<file path="src/rtl/key_tx_pkg.sv">
// ============================================================================
// key_tx_pkg : shared constants and state encoding for the key/mode transmitter
// Revision   : 1.0
// ============================================================================
`default_nettype none

package key_tx_pkg;

  localparam int                    KEY_W_DEF   = 4;
  localparam logic [KEY_W_DEF-1:0]  KEY_VAL_DEF = 4'b1010;

  // Slot index that carries the mode bit, directly after the key bits
  localparam int                    MODE_SLOT   = KEY_W_DEF;

  typedef enum logic [2:0] {
    ST_IDLE     = 3'd0,
    ST_SEND     = 3'd1,
    ST_VERIFY   = 3'd2,
    ST_UNLOCKED = 3'd3,
    ST_UPDATE   = 3'd4,
    ST_GAP      = 3'd5
  } key_tx_state_e;

endpackage

`default_nettype wire

</file>
<file path="src/rtl/keytx_pacer.sv">
// ============================================================================
// keytx_pacer : idle-gap counter placed after each valid slot (KEYTX_PACING_EN)
// Revision    : 1.0
// ============================================================================
`default_nettype none

module keytx_pacer #(
  parameter int GAP = 2
) (
  input  logic Clk,
  input  logic Reset,
  input  logic start_i,
  output logic gap_done_o
);

  logic [3:0] cnt_q, cnt_d;

  // Loaded during the slot cycle so the count reaches zero in the last gap cycle
  always_comb begin
    cnt_d = cnt_q;
    if (start_i) begin
      cnt_d = 4'(GAP - 1);
    end else if (cnt_q != 4'd0) begin
      cnt_d = cnt_q - 4'd1;
    end
  end

  always_ff @(posedge Clk or posedge Reset) begin
    if (Reset) begin
      cnt_q <= 4'd0;
    end else begin
      cnt_q <= cnt_d;
    end
  end

  assign gap_done_o = (cnt_q == 4'd0);

endmodule

`default_nettype wire

</file>
<file path="src/rtl/key_cmd_tx.sv">
// ============================================================================
// key_cmd_tx : serial unlock-key / mode-update transmitter for the key decoder
//              optional inter-slot gaps when KEYTX_PACING_EN is defined
// Revision   : 1.0
// ============================================================================
`default_nettype none

module key_cmd_tx
  import key_tx_pkg::*;
#(
  parameter int               KEY_W   = KEY_W_DEF,
  parameter logic [KEY_W-1:0] KEY_VAL = KEY_VAL_DEF
`ifdef KEYTX_PACING_EN
  ,
  parameter int               GAP     = 2
`endif
) (
  input  logic Clk,
  input  logic Reset,
  input  logic Start,
  input  logic ModeReq,
  input  logic ModeUpd,
  output logic TxBit,
  output logic TxValid,
  output logic Busy,
  output logic Unlocked,
  output logic Done
);

  localparam int SH_W  = KEY_W + 1;
  localparam int CNT_W = $clog2(KEY_W + 1);

  key_tx_state_e   state_q, state_d;
  logic [SH_W-1:0] shift_q, shift_d;
  logic [CNT_W-1:0] cnt_q, cnt_d;
  logic            tx_bit_q, tx_bit_d;
  logic            tx_valid_q, tx_valid_d;
  logic            busy_q, busy_d;
  logic            unlocked_q, unlocked_d;
  logic            done_q, done_d;
  logic            go_send, go_verify, go_done;
  logic            last_data_slot;

`ifdef KEYTX_PACING_EN
  key_tx_state_e   ret_q, ret_d;
  logic            gap_done;

  keytx_pacer #(
    .GAP        (GAP)
  ) u_pacer (
    .Clk        (Clk),
    .Reset      (Reset),
    .start_i    (tx_valid_q),
    .gap_done_o (gap_done)
  );
`endif

  assign last_data_slot = (cnt_q == CNT_W'(KEY_W));

  // Outputs are computed for the next cycle and registered alongside the state
  always_comb begin
    state_d    = state_q;
    shift_d    = shift_q;
    cnt_d      = cnt_q;
    tx_bit_d   = tx_bit_q;
    tx_valid_d = 1'b0;
    unlocked_d = unlocked_q;
    done_d     = 1'b0;
    go_send    = 1'b0;
    go_verify  = 1'b0;
    go_done    = 1'b0;
`ifdef KEYTX_PACING_EN
    ret_d      = ret_q;
`endif

    case (state_q)
      ST_IDLE: begin
        if (Start) begin
          state_d    = ST_SEND;
          shift_d    = {KEY_VAL, ModeReq};
          cnt_d      = '0;
          tx_bit_d   = KEY_VAL[KEY_W-1];
          tx_valid_d = 1'b1;
        end
      end
      ST_SEND: begin
`ifdef KEYTX_PACING_EN
        state_d = ST_GAP;
        ret_d   = last_data_slot ? ST_VERIFY : ST_SEND;
`else
        go_verify = last_data_slot;
        go_send   = !last_data_slot;
`endif
      end
      ST_VERIFY, ST_UPDATE: begin
`ifdef KEYTX_PACING_EN
        state_d = ST_GAP;
        ret_d   = ST_UNLOCKED;
`else
        go_done = 1'b1;
`endif
      end
      ST_UNLOCKED: begin
        if (ModeUpd) begin
          state_d    = ST_UPDATE;
          tx_bit_d   = ModeReq;
          tx_valid_d = 1'b1;
        end
      end
`ifdef KEYTX_PACING_EN
      ST_GAP: begin
        if (gap_done) begin
          go_send   = (ret_q == ST_SEND);
          go_verify = (ret_q == ST_VERIFY);
          go_done   = (ret_q == ST_UNLOCKED);
        end
      end
`endif
      default: begin
        state_d = ST_IDLE;
      end
    endcase

    // Next key/mode bit sits one below the MSB of the shift register
    if (go_send) begin
      state_d    = ST_SEND;
      shift_d    = shift_q << 1;
      cnt_d      = cnt_q + CNT_W'(1);
      tx_bit_d   = shift_q[SH_W-2];
      tx_valid_d = 1'b1;
    end
    if (go_verify) begin
      state_d    = ST_VERIFY;
      tx_bit_d   = 1'b0;
      tx_valid_d = 1'b1;
    end
    if (go_done) begin
      state_d    = ST_UNLOCKED;
      unlocked_d = 1'b1;
      done_d     = 1'b1;
    end

    busy_d = (state_d == ST_SEND) || (state_d == ST_VERIFY) ||
             (state_d == ST_UPDATE) || (state_d == ST_GAP);
  end

  always_ff @(posedge Clk or posedge Reset) begin
    if (Reset) begin
      state_q    <= ST_IDLE;
      shift_q    <= '0;
      cnt_q      <= '0;
      tx_bit_q   <= 1'b0;
      tx_valid_q <= 1'b0;
      busy_q     <= 1'b0;
      unlocked_q <= 1'b0;
      done_q     <= 1'b0;
`ifdef KEYTX_PACING_EN
      ret_q      <= ST_IDLE;
`endif
    end else begin
      state_q    <= state_d;
      shift_q    <= shift_d;
      cnt_q      <= cnt_d;
      tx_bit_q   <= tx_bit_d;
      tx_valid_q <= tx_valid_d;
      busy_q     <= busy_d;
      unlocked_q <= unlocked_d;
      done_q     <= done_d;
`ifdef KEYTX_PACING_EN
      ret_q      <= ret_d;
`endif
    end
  end

  assign TxBit    = tx_bit_q;
  assign TxValid  = tx_valid_q;
  assign Busy     = busy_q;
  assign Unlocked = unlocked_q;
  assign Done     = done_q;

endmodule

`default_nettype wire

</file>
<file path="config.mk">
export PLATFORM = sky130hd
export DESIGN_NAME = key_cmd_tx
export DESIGN_NICKNAME = d
export VERILOG_FILES = /design/src/rtl/key_tx_pkg.sv /design/src/rtl/keytx_pacer.sv /design/src/rtl/key_cmd_tx.sv
export SDC_FILE = /design/constraint.sdc
export NUM_CORES = 1
export LEC_CHECK = 0
export ABC_CLOCK_PERIOD_IN_PS = 4200
export CAP_MARGIN = 20
export CORE_UTILIZATION = 23
export DETAILED_ROUTE_END_ITERATION = 7
export GPL_TIMING_DRIVEN = 0
export HOLD_SLACK_MARGIN = 0.02
export PLACE_DENSITY_LB_ADDON = 0.25
export SYNTH_ARGS = -nofsm -noshare
export SYNTH_HDL_FRONTEND = slang
export SYNTH_SLANG_ARGS = --single-unit
</file>
<file path="constraint.sdc">
create_clock -name Clk -period 4.2 [get_ports Clk]
set_input_delay 0.63 -clock Clk [delete_from_list [all_inputs] [get_ports Clk]]
set_output_delay 0.63 -clock Clk [all_outputs]
set_load 0.05 [all_outputs]
</file>
# Word-level counts from Yosys, hierarchy flattened
# Cells that the tools add are included.
# totals
register_bits,15
latchBits,0
ram_bits,0
rom_bits,0
inputBits,5
output_inout_bits,5
word_cells,58
mem_count,0
# op_classes
addsub,1
mul,0
div_mod_pow,0
order_cmp,0
n_eq_ne,11
shifts,0
muxes,26
n_bitwise,0
reduce_logical,12
# op_table
operator,n
$mux W3,8
$eq A3 B3 Y1 const B,4
$mux W1,12
$mux W4,3
$eq A3 B2 Y1 const B,3
$pmux W3 S3,1
$ne A4 B4 Y1 const B,2
$eq A3 B1 Y1 const B,2
$pmux W1 S2,2
$reduce_bool A2 Y1,2
$reduce_bool A4 Y1,1
$add A3 B1 Y3 const B,1
$logic_not A3 Y1,1
$logic_or A1 B1 Y1,3
$reduce_and A3 Y1,1
$reduce_or A3 Y1,1
$reduce_and A2 Y1,1
$reduce_or A2 Y1,1
$logic_not A1 Y1,1

# Logic depth before layout (Yosys ltp)
# Gate-level depths: netlist of run 1.
# depth
word_depth,10
ltp_mapped,6
mapped_depth_nobuf,5

# Worst setup path after synthesis of run 1
# OpenSTA, ideal clock, no wires.
# synth_path
path_kind,reg2reg
start,reg cnt_q[0]
end,reg cnt_q[0]
setup_ns,0.125
arrival_time_ns,1.616
t_required_ns,4.075
setup_slack_ns,2.459
path_stages_with_launch,7
n_path_buf,1
period_less_slack_ns,1.741
cell_sequence,dfrtp_1 inv_1 ha_1 and3_1 or4_1 buf_2 mux2_4
# synth_via
elab_chain_len,5
elab_cells_between_ends,8
cone_classes,add/sub (1); eq/ne (1); mux (2); reduce/logical (4)
# synth_rtl
element,line,rtl
"start, declared",key_cmd_tx.sv:35,"logic [CNT_W-1:0] cnt_q, cnt_d;"
"start signal, assigned",key_cmd_tx.sv:163,cnt_q <= cnt_d;
$eq A3 B3 Y1,key_cmd_tx.sv:58,assign last_data_slot = (cnt_q == CNT_W'(KEY_W));
$logic_not A1 Y1,key_cmd_tx.sv:92,go_send = !last_data_slot;
$mux W1,key_cmd_tx.sv:76,case (state_q)
$reduce_bool A2 Y1 (no line),--,
$reduce_and A2 Y1 (no line),--,
# Parallel ways exist; a longest one is shown, timed or not.
# A chain may end at the register's enable or synchronous reset.

# Worst setup path in the final report of run 1
# layout_path
start,"reg tx_bit_q, in the netlist TxBit"
end,out TxBit
# layout_rtl
element,line,rtl
"start, declared",key_cmd_tx.sv:36,"logic tx_bit_q, tx_bit_d;"
"start signal, assigned",key_cmd_tx.sv:164,tx_bit_q <= tx_bit_d;
"end, declared",key_cmd_tx.sv:23,"output logic TxBit,"
# No word-level cell between the ends.

==> flow_summary_export.csv, run 1 <==
group,metric,value,unit
sta,fmax,486,MHz
pwr,p_seq_frac,0.356,
yosys,syn_area_per_cell,10.8,um2
floorplanning,dieArea,3230,um2
pwr,p_int,393,uW
cts,cts_tree,"yes",
grt,grt_use_total,0.0966,
final_layout,fillCellCount,300,
routing,vias_per_cell,4.51,
yosys,syn_nets,71,
routing,drtIter0Drc,12,
placed_design,dp_worst_setup_slack,2.09,ns
placed_design,postPlaceCellArea,821,um2
cts,cts_sinks,15,
min_path,hp-class,"register to register",
sta,finalMaxSlewViolations,0,
yosys,synth_adder_area_share,0.0362,
setup_path,worstSetupEndpointType,"primary output",
sta,fin_crit,2.06,ns
cts,cts.repair.resized,0,
routing,ant_nets,0,
yosys,synthTopCellsByArea,"dfrtp_1 54%, a22o_2 4.3%, ha_1 3.6%, inv_1 3.3%, nand2_1 2.7%",
placed_design,portBuffers,9,
floorplanning,die_width,56.9,um
yosys,synth_edf_count,0,
cts,htreeDepth,1,
cts,cts_hold_buf,0,
setup_path,cp.depth,1,
setup_path,r2r_slack,2.34,ns
sta,final_min_period_over_clock_period,0.489,
yosys,yosys.area_share.simple,0.168,
pwr,power_density,774,nW/um2
final_layout,postLayoutCoreUtil,0.302,
pwr,power_leakage,0.000383,uW
pwr,max-vdd-ir-drop,0.294,mV
sta,max_slew.worst_pin.slew,0.564,ns
final_layout,final_layout_size_suffix_gt1_frac,0.169,
floorplanning,core,2810,um2
setup_path,endpoint,"TxBit",
setup_path,worstReg2RegStart,"cnt_q[0]$_DFFE_PP0P_",
floorplanning,rows,19,
sta,finalSetupTns,0,ns
pwr,p_sw_frac,0.401,
cts,post_cts_buffers,0,
grt,grt_overflow_total,0,
sta,setup_viol,0,
sta,rsz0062_at_grt,"false",
setup_path,worstPathBufferInverterCount,1,
setup_path,worst-path-max-fanout,2,
pwr,switchingPower,263,uW
setup_path,cp-start-kind,"register",
grt,antenna_found_initial,0,
final_layout,layout_common_cells,"15 x dfrtp_1, 9 x clkdlybuf4s50_1, 6 x inv_1, 5 x nand2_1, 4 x nor2_1",
setup_path,critPathMaxStageDelay,0.80,ns
routing,remaining_drc_errors,0,
sta,fin_skew,0.00264,ns
setup_path,rr_worst_depth,6,
placed_design,hpwl,876,um
cts,clk_latency,0.28,ns
floorplanning,initial_utilization,0.247,
yosys,syn_area,692,um2
cts,clk_pin_slew_worst_paths,0.09,ns
status,status,"finished, final reports clean",
yosys,synth_compound_area_frac,0.118,
sta,hold_viol,0,
final_layout,final_common_cell,"dfrtp_1",
routing,dr_total_vias,487,
setup_path,cp.required,3.57,ns
pwr,clockPowerShare,0.123,
setup_path,critPathKind,"register to primary output",
routing,detail_route.wl_per_cell,11.3,um
setup_path,cp_top_family,"buffers and inverters",
sta,slew_headroom,0.624,
pwr,p_comb_frac,0.521,
final_layout,num_antenna_cells,0,
grt,grt_pass1_wl,2.39,mm
routing,routed_wl,1.23,mm
setup_path,cp-startpoint,"TxBit$_DFFE_PP0P_",
yosys,synth_mux_area_frac,0.0524,
yosys,synth_top_area_share,0.542,
yosys,synth_area_leader_cell,"dfrtp_1",
flow_run,maxCapViolCount,0,
yosys,yosysUniqueCellTypes,29,
floorplanning,die_h,56.9,um
routing,drt_first_pass_iters,4,
yosys,ys.flop_type,"dfrtp_1",
yosys,yosysWarnings,0,
setup_path,reg2reg_to,"cnt_q[0]$_DFFE_PP0P_",
grt,grt_max_degree,16,
setup_path,path_cells,"clkdlybuf4s50_1",
setup_path,worst_ep_arrival_time,1.43,ns
sta,fin_ws,2.14,ns
final_layout,nets,85,
grt,grt_pass1_vias,512,
final_layout,stdcell_area,847,um2
cts,cts_buffers,3,
placed_design,gp_congestion,0.720,
cts,cts-root-buf,"clkbuf_4",
floorplanning,pin_count,10,
yosys,synth_top_family_by_area,"simple AND/OR/NAND/NOR gates",
final_layout,syn_to_final_growth,22.4,%
yosys,synthXorXnorAreaFrac,0.0127,
yosys,async_reset_ff_frac,1.00,
yosys,synth_seq_area_share,0.542,
yosys,postSynthCellCount,64,
setup_path,slowest_stage,"clkdlybuf4s50_1",
cts,max-clock-path-buffers,2,
yosys,ys_seq_elements,15,
## sequential cells by signal, indices dropped and copies added, names as in the netlist
signal and cells:
shift_q 4, cnt_q 3, state_q 3, Busy 1
Done 1, TxBit 1, TxValid 1, Unlocked 1
## routing by layer
metal  vias up  track usage  wire length, um
li1        242            -                -
met1       235        0.122              609
met2         8        0.150              553
met3         2       0.0392               47
met4         0       0.0314               14
met5         -            0                0
## cells by family after synthesis
kind of cell,count (synthesis)
simple gates,21
xor+xnor,1
flops,15
compound gates,11
fa+ha+maj,2
buf+inv,11
mux,3
## power by group through the flow
| stage | sequential [uW] | combinational (uW) | clock (uW) |
|---|---|---|---|
| floorplan | 294 | 198 | 0 |
| global placement | 236 | 336 | 0 |
| detailed placement | 237 | 341 | 0 |
| CTS | 234 | 344 | 85.2 |
| global route | 241 | 381 | 91.8 |
| finish | 233 | 342 | 80.6 |
## synthesized netlist by cell type, types with 2 or more instances
library cell	number
and3_1	2
inv_1	6
buf_2	3
nor2_1	4
nand2_1	5
o21ai_0	2
ha_1	2
dfrtp_1	15
a22o_2	3
nand3_1	2
a21oi_1	2
## per-stage QoR
step | instances | hold slack (ns) | total power, uW
floorplan | 64 | 0.463 | 492
global placement | 104 | 0.458 | 572
detailed placement | 104 | 0.459 | 577
CTS | 108 | 0.478 | 663
global route | 108 | 0.508 | 714
finish | 108 | 0.470 | 656
## final cells by class
type,instances,area [um2],share of cell area
Sequential cell,15,375,0.443
Multi-Input combinational cell,38,268,0.316
Timing Repair Buffer,9,90.1,0.106
Tap cell,31,38.8,0.0458
Clock buffer,4,26.3,0.0310
Buffer,5,26.3,0.0310
Inverter,6,22.5,0.0266
## how the worst min path moves through the flow
stage	slack, ns	end	cells after the start	from
floorplan	0.46	cnt_q[2]$_DFFE_PP0P_	1	cnt_q[2]$_DFFE_PP0P_
global placement	0.46	Unlocked$_DFFE_PP0N_	1	Unlocked$_DFFE_PP0N_
detailed placement	0.46	Unlocked$_DFFE_PP0N_	1	Unlocked$_DFFE_PP0N_
CTS	0.48	Unlocked$_DFFE_PP0N_	1	Unlocked$_DFFE_PP0N_
global route	0.51	Unlocked$_DFFE_PP0N_	1	Unlocked$_DFFE_PP0N_
finish	0.47	Unlocked$_DFFE_PP0N_	1	Unlocked$_DFFE_PP0N_
(Power assumes the default switching activity.)
==> run 2, diff against run 1 <==
ABC_CLOCK_PERIOD_IN_PS = 1700   (was 4200)
clock period = 1.7 ns   (was 4.2 ns; I/O delays follow)
==> flow_summary_export.csv, run 2 (synthesis gave the netlist of run 1 again) <==
group,metric,value,unit
pwr,power_density,1910,nW/um2
floorplanning,dieArea,3230,um2
pwr,max-vdd-ir-drop,0.640,mV
setup_path,cp.required,1.44,ns
status,status,"finished, final reports clean",
min_path,hp-class,"input pin to async pin",
grt,grt_max_degree,16,
sta,fin_skew,0.00355,ns
routing,drt_first_pass_iters,3,
final_layout,largest_registers,"shift_q x4, cnt_q x3, state_q x3",
routing,detail_route.wl_per_cell,11.5,um
cts,cts-root-buf,"clkbuf_4",
final_layout,syn_to_final_growth,28.8,%
placed_design,gp_congestion,0.702,
setup_path,critPathKind,"register to primary output",
sta,final_min_period_over_clock_period,0.974,
cts,max-clock-path-buffers,2,
setup_path,worstReg2RegStart,"cnt_q[0]$_DFFE_PP0P_",
placed_design,hpwl,910,um
grt,grt_pass1_vias,477,
setup_path,cp_top_family,"buffers and inverters",
routing,dr_total_vias,490,
setup_path,worstSetupEndpointType,"primary output",
setup_path,cp-startpoint,"Busy$_DFF_PP0_",
cts,htreeDepth,1,
setup_path,critPathMaxStageDelay,0.79,ns
sta,hold_viol,0,
final_layout,final_common_cell,"dfrtp_1",
sta,fin_crit,1.66,ns
setup_path,path_cells,"clkdlybuf4s50_1",
floorplanning,die_h,56.9,um
setup_path,worst-path-max-fanout,1,
routing,remaining_drc_errors,0,
sta,setup_viol,0,
floorplanning,rows,19,
floorplanning,core,2810,um2
setup_path,worstPathBufferInverterCount,1,
routing,routed_wl,1.28,mm
final_layout,largest_reg_flops,4,
sta,finalMaxSlewViolations,0,
placed_design,place_inst,104,
grt,grt_overflow_total,0,
setup_path,r2r_slack,0.05,ns
sta,max_slew.worst_pin.slew,0.559,ns
flow_run,maxCapViolCount,0,
routing,ant_nets,0,
setup_path,cp-start-kind,"register",
sta,fmax,604,MHz
setup_path,worst_ep_arrival_time,1.40,ns
cts,cts_sinks,15,
routing,vias_per_cell,4.41,
final_layout,final_layout_size_suffix_gt1_frac,0.250,
cts,cts_buffers,3,
routing,drtIter0Drc,8,
sta,rsz0062_at_grt,"false",
setup_path,slowest_stage,"clkdlybuf4s50_1",
sta,slew_headroom,0.627,
grt,grt_use_total,0.0922,
final_layout,num_antenna_cells,0,
cts,clk_latency,0.28,ns
cts,clk_pin_slew_worst_paths,0.09,ns
final_layout,layout_common_cells,"15 x dfrtp_1, 6 x inv_1, 5 x nand2_1, 5 x clkdlybuf4s50_1",
pwr,power_leakage,0.000420,uW
grt,antenna_found_initial,0,
floorplanning,die_width,56.9,um
cts,cts_tree,"yes",
final_layout,nets,88,
floorplanning,initial_utilization,0.247,
floorplanning,pin_count,10,
final_layout,top_register,"shift_q",
cts,cts_hold_buf,0,
grt,grt_pass1_wl,2.22,mm
final_layout,final_cells,111,
pwr,totalPowerFinal,1700,uW
placed_design,portBuffers,9,
-- run 2: changes by cell type in the layout (fill, tap and decap cells not counted), moves of 2 or more --
cell,previous run,this run
dlymetal6s2s_1,0,2
clkdlybuf4s50_1,9,5
dlygate4sd2_1,0,2
buf_4,1,4
-- run 2: layer usage --
metal | global-route usage | vias up | share of wire
met2 | 0.141 | 6 | 0.47
li1 | - | 251 | -
met5 | 0 | - | 0
met3 | 0.0346 | 2 | 0.027
met1 | 0.119 | 231 | 0.49
met4 | 0.0314 | 0 | 0.011
-- run 2: cell type report --
cell class / count / area, um2
Fill cell: 311 / 1910
Sequential cell: 15 / 375
Multi-Input combinational cell: 38 / 279
Timing Repair Buffer: 12 / 115
Tap cell: 31 / 38.8
Buffer: 5 / 32.5
Clock buffer: 3 / 22.5
Inverter: 6 / 22.5
Clock inverter: 1 / 5.00
-- run 2: timing repair --
| item | CTS | global route |
|---|---|---|
| pin swaps | 0 | 1 |
| gates resized for setup | 2 | 5 |
| endpoints found under the setup margin | 3 | 6 |
| buffers inserted | 2 | 1 |
| hold endpoints to repair | 0 | 0 |
-- run 2: worst paths after layout --
kind	to	depth (start not counted)
worst max-delay path	Busy	1
max in group asynchronous	state_q[1]$_DFF_PP0_	2
worst min-delay path	Unlocked$_DFFE_PP0N_	2
worst min register to register	Unlocked$_DFFE_PP0N_	1
worst max register to register	cnt_q[0]$_DFFE_PP0P_	6
min in group Clk	Unlocked$_DFFE_PP0N_	1
-- run 2: metrics by stage --
step                      hold WS (ns)  setup slack, ns  setup TNS (ns)  area, um2   util
after floorplan                  0.156           0.0635               0        699      -
after detailed placement         0.464           -0.105          -0.276        828  0.295
after CTS                        0.333           0.0159               0        868  0.310
final                            0.310           0.0443               0        891  0.318
after global routing             0.356          0.00500               0        891  0.318
after global placement           0.457           -0.113          -0.286        828  0.295
-- run 2: power by group --
group	total, uW	internal, uW	switching, uW
clock network	204	87.4	117
registers	571	503	68.5
logic	924	443	481
total	1700	1030	667
==> run 3, diff against run 2 <==
ABC_CLOCK_PERIOD_IN_PS = unset   (was 1700)
==> results of run 3 <==
The final DEF is identical to that of run 2; final timing and power are the same.
